===== config.mk =====
export PLATFORM = sky130hd
export DESIGN_NAME = comparator_signed
export DESIGN_NICKNAME = d
export VERILOG_FILES = /design/src/rtl/comparator_unsigned.sv /design/src/rtl/comparator_signed.sv
export SDC_FILE = /design/constraint.sdc
export NUM_CORES = 1
export LEC_CHECK = 0
export CORE_ASPECT_RATIO = 0.8
export CORE_UTILIZATION = 35
export CTS_BUF_LIST = sky130_fd_sc_hd__clkbuf_16
export DETAILED_ROUTE_END_ITERATION = 8
export PLACE_DENSITY = 0.89
export SYNTH_ARGS = -nofsm -noshare
export SYNTH_HDL_FRONTEND = slang
export SYNTH_HIERARCHICAL = 1
export SYNTH_SLANG_ARGS = --single-unit

===== constraint.sdc =====
create_clock -name clk_i -period 0.82 [get_ports clk_i]
set_input_delay 0.082 -clock clk_i [delete_from_list [all_inputs] [get_ports clk_i]]
set_output_delay 0.082 -clock clk_i [all_outputs]
set_load 0.02 [all_outputs]

===== src/rtl/comparator_unsigned.sv =====
// comparator_unsigned
//   Purely combinational magnitude comparator for M-bit unsigned operands.
//   Exactly one of greater/equal/lesser is high for any operand pair.
// Ports:
//   a, b     : M-bit unsigned operands
//   greater  : a > b
//   equal    : a == b
//   lesser   : a < b
module comparator_unsigned #(
  parameter int M = 31
) (
  input  logic [M-1:0] a,
  input  logic [M-1:0] b,
  output logic         greater,
  output logic         equal,
  output logic         lesser
);

  always_comb begin
    equal   = (a == b);
    greater = (a > b);
    lesser  = ~equal & ~greater;
  end

endmodule


===== src/rtl/comparator_signed.sv =====
// comparator_signed
//   Registered three-way comparison of two N-bit two's-complement operands.
//   Differing sign bits decide directly (the negative operand is lesser);
//   matching sign bits defer to an unsigned compare of the magnitude bits
//   N-2..0. No subtraction carry/overflow is involved in the decision.
//   One comparison per cycle, latency 1; flags hold while valid_i is low.
// Ports:
//   clk_i     : clock, rising edge
//   rst_n_i   : asynchronous active-low reset, clears all outputs
//   A_i, B_i  : N-bit signed operands, sampled when valid_i=1
//   valid_i   : operands valid on this edge
//   greater_o : registered signed A > B
//   equal_o   : registered A == B
//   lesser_o  : registered signed A < B
//   valid_o   : registered copy of valid_i
module comparator_signed #(
  parameter int N = 32
) (
  input  logic         clk_i,
  input  logic         rst_n_i,
  input  logic [N-1:0] A_i,
  input  logic [N-1:0] B_i,
  input  logic         valid_i,
  output logic         greater_o,
  output logic         equal_o,
  output logic         lesser_o,
  output logic         valid_o
);

  logic signed [N-1:0] a_p0;
  logic signed [N-1:0] b_p0;
  logic                vld_p0;
  logic                mag_gt_p0;
  logic                mag_eq_p0;
  logic                mag_lt_p0;
  logic                sign_a_p0;
  logic                sign_b_p0;
  logic                greater_p0;
  logic                equal_p0;
  logic                lesser_p0;

  logic                greater_p1;
  logic                equal_p1;
  logic                lesser_p1;
  logic                vld_p1;

  // ---- stage p0: combinational sign resolution on the live inputs ----
  assign a_p0      = A_i;
  assign b_p0      = B_i;
  assign vld_p0    = valid_i;
  assign sign_a_p0 = a_p0[N-1];
  assign sign_b_p0 = b_p0[N-1];

  comparator_unsigned #(
    .M (N-1)
  ) u_mag (
    .a       (a_p0[N-2:0]),
    .b       (b_p0[N-2:0]),
    .greater (mag_gt_p0),
    .equal   (mag_eq_p0),
    .lesser  (mag_lt_p0)
  );

  always_comb begin
    if (sign_a_p0 != sign_b_p0) begin
      // Whichever operand carries the sign bit is the smaller one.
      greater_p0 = sign_b_p0;
      equal_p0   = 1'b0;
      lesser_p0  = sign_a_p0;
    end else begin
      // Same sign: two's-complement ordering matches magnitude-bit ordering
      // for both positive and negative operands.
      greater_p0 = mag_gt_p0;
      equal_p0   = mag_eq_p0;
      lesser_p0  = mag_lt_p0;
    end
  end

  // ---- stage p1: output registers ----
  always_ff @(posedge clk_i or negedge rst_n_i) begin
    if (!rst_n_i) begin
      vld_p1     <= 1'b0;
      greater_p1 <= 1'b0;
      equal_p1   <= 1'b0;
      lesser_p1  <= 1'b0;
    end else begin
      vld_p1 <= vld_p0;
      if (vld_p0) begin
        greater_p1 <= greater_p0;
        equal_p1   <= equal_p0;
        lesser_p1  <= lesser_p0;
      end
    end
  end

  assign greater_o = greater_p1;
  assign equal_o   = equal_p1;
  assign lesser_o  = lesser_p1;
  assign valid_o   = vld_p1;

endmodule


==> summary.txt <==
Clock tree
  – Clk Latency, worst-skew pair: 0.22 ns
  – Clock root buffer: clkbuf_16
  – Clock-pin transition on the worst setup and hold timing paths: 0.03 ns
  – CTS buffer count: 3
  – Clock Tree Buf Depth: 2
  – Htree depth: 1
  – CTS tree: done
  – Hold buffers post-CTS: 0
  – # clock sinks: 4

STA
  – Max Clock Freq: 544 MHz
  – Clk_skew: 0 ns
  – Slew Limit Fails: 0
  – RSZ-0062 raised after global routing: true
  – Final min period: 1.84 ns
  – Tightest Pin Transition: 0.429 ns
  – Worst setup margin: -1.02 ns
  – Period Utilization, post-route: 224%
  – Final setup fails: 6
  – Hold Vio Cnt, Final: 0
  – Slew HR: 71.3%

Run status
  – Status: finished, violations left
  – Violated checks: setup timing

Die
  – Chip height: 49.7 um
  – Die width: 61.7 um
  – FP Rows: 16
  – Core ar.: 0.00256 mm^2
  – Ports: 71
  – Die area: 0.00307 mm^2
  – Initial core utilization: 38.9%

Place
  – Final Wtd Congestion: 0.698
  – PortBufs: 70
  – HPWL after detailed placement: 2.82 mm
  – Area after DPL: 0.00190 mm^2

Global route
  – Busiest grt layer: met2
  – GR Layer Usage met2: 63.1%
  – Antenna violations before repair: 0
  – Vias in the first global route: 1572
  – M3 GR Usage: 7.09%
  – First-pass GRT wire length: 7.27 mm
  – GRT met1 Usage: 32.0%
  – GRT overflow: 0
  – Gr usage total: 33.4%
  – Largest net degree at the start of global routing: 8

Finish
  – Final Util: 93.7%
  – Nets: 320
  – Fillers: 80
  – Most frequent cells in the layout: ha_4, inv_2, buf_2, buf_6, buf_4
  – Flip-flop and latch area: 100 um^2
  – Layout area overhead: 141%
  – N_diodes: 0
  – Most common cell after layout, fill and taps aside: ha_4
  – Design area: 0.00240 mm^2
  – Proportion of layout cells with a drive suffix above 1: 68.2%
  – Multi-input logic area: 0.00126 mm^2

Route
  – Final WL: 6.16 mm
  – Wirelength per Cell: 24.1 um
  – Remaining routing DRC violations: 0
  – Via count: 1509
  – 1st-iter DRT viols: 63
  – ANT nets after route: 0
  – DR vias/cell: 5.89
  – DRT Pass-1 Iters: 4

Setup path
  – Critical path arrival: 1.94 ns
  – Max FO, Critical Path: 2
  – R2R Path Start: greater_o
  – Crit path kind: input pin to flip-flop
  – CP Launch Type: input pin
  – CP Capture Type: flip-flop
  – Critical Path Start: B_i[8]
  – CP Data Required Time: 0.92 ns

Logic synthesis
  – Synth Net Count: 225
  – Distinct cells, synth: 28
  – Warnings, synthesis: 6
  – Mapped Cells: 127
  – Synth Register Bits: 4
  – Mapped Avg Cell Area: 7.85 um^2
  – Mapped Area: 997 um^2
  – Seq/Total Area, Yosys: 10.0%

Power and ir drop
  – Lkg Pwr: 1.12 nW
  – Peak VDD IR: 0.00146 V
  – Pwr/cell area: 986 mW/mm^2

Hold path
  – HP Class: input pin to async pin

Job
  – Max Cap Violations: 0
-- synth_stat cells --
library cell / count / share of area [%]
a2111oi_0: 1 / 0.88
a211oi_1: 1 / 0.75
a21boi_0: 1 / 0.75
a21o_1: 2 / 1.5
a21oi_1: 11 / 5.5
a221o_1: 1 / 1.0
a221oi_1: 2 / 1.8
and2_0: 1 / 0.63
and4_1: 1 / 0.88
dfrtp_1: 4 / 10
ha_1: 31 / 39
inv_1: 36 / 14
nand2_1: 5 / 1.9
nand3_1: 4 / 2.0
nand3_2: 1 / 1.0
nand3b_1: 1 / 0.75
nand4_1: 2 / 1.3
nand4_2: 2 / 2.5
nor2_1: 3 / 1.1
nor2b_1: 1 / 0.63
nor3_1: 2 / 1.0
nor4_4: 2 / 4.3
o21ai_0: 4 / 2.0
o21ai_1: 3 / 1.5
o21ba_1: 1 / 1.0
o22ai_1: 2 / 1.3
o31ai_1: 1 / 0.75
xnor2_1: 1 / 0.88
-- report_power, final --
group / switching [W] / internal [W] / leakage (nW)
clock network: 0.000151 / 0.000624 / 0.0370
logic: 0.000644 / 0.000722 / 1.04
registers: 0.0000107 / 0.000215 / 0.0501
total: 0.000805 / 0.00156 / 1.12
-- final timing paths --
kind / to / slack [ns] / cells after the start
max: greater_o / -1.02 / 11
min: greater_o / 0.07 / 1
max reg2reg: greater_o / 0.03 / 3
min reg2reg: lesser_o / 0.60 / 2
max in group asynchronous: lesser_o / 0.57 / 1
min in group clk_i: valid_o / 0.53 / 1
-- cell families (layout without fill, tap and decap cells) --
group	after synthesis	in the layout	share of synthesized area [%]
buffers and inverters	36	129	13.6
adder cells (fa/ha/maj)	31	31	38.9
AO/OA/AOI/OAI	30	30	18.7
AND/OR/NAND/NOR	25	25	17.9
flip-flops	4	4	10.0
XOR/XNOR	1	1	0.878
-- critical path, stage by stage --
cell and delay, ns:
dlygate4sd2_1 0.24, inv_2 0.08, ha_4 0.21, a21oi_2 0.19, o21ai_2 0.11, a221oi_2 0.36, a21oi_4 0.11, buf_6 0.13
o21ba_4 0.19, a21oi_2 0.13, o22ai_1 0.10
-- through the flow --
stage	power (W)	std cells	setup WS [ns]	hold WS, ns	TNS [ns]
5_1_grt	0.00244	256	-1.06	0.0856	-3.11
3_3_place_gp	0.00106	239	-1.51	0.293	-5.12
2_1_floorplan	0.000601	127	-0.766	-0.214	-2.04
4_1_cts	0.00210	251	-0.822	0.0721	-2.43
3_5_place_dp	0.00111	239	-1.61	0.309	-5.43
6_report	0.00237	256	-1.02	0.0683	-2.94
-- state kept, by name, indices dropped and copies added (netlist names) --
signal / flops
equal_o: 1
lesser_o: 1
valid_o: 1
greater_o: 1
-- repair_timing --
| action | 4_1_cts | 5_1_grt |
|---|---|---|
| endpoints found under the setup margin | 7 | 6 |
| pin swaps | 44 | 28 |
| buffers inserted | 9 | 6 |
| gates resized for setup | 243 | 49 |
| cloned | 0 | 0 |
-- routing by layer --
layer  up-vias  routed length, um
met2       125               3060
met5         -                  0
met3        48                540
met1       709               2050
li1        627                  -
met4         0                515
-- area by class of cell --
type	instances	area share [%]
multi-input cells	87	52.5
flip-flops and latches	4	4.17
inverters	36	6.98
clock buffers	3	3.13
well taps	36	1.88
repair buffers	90	31.3
(Power assumes the default switching activity.)
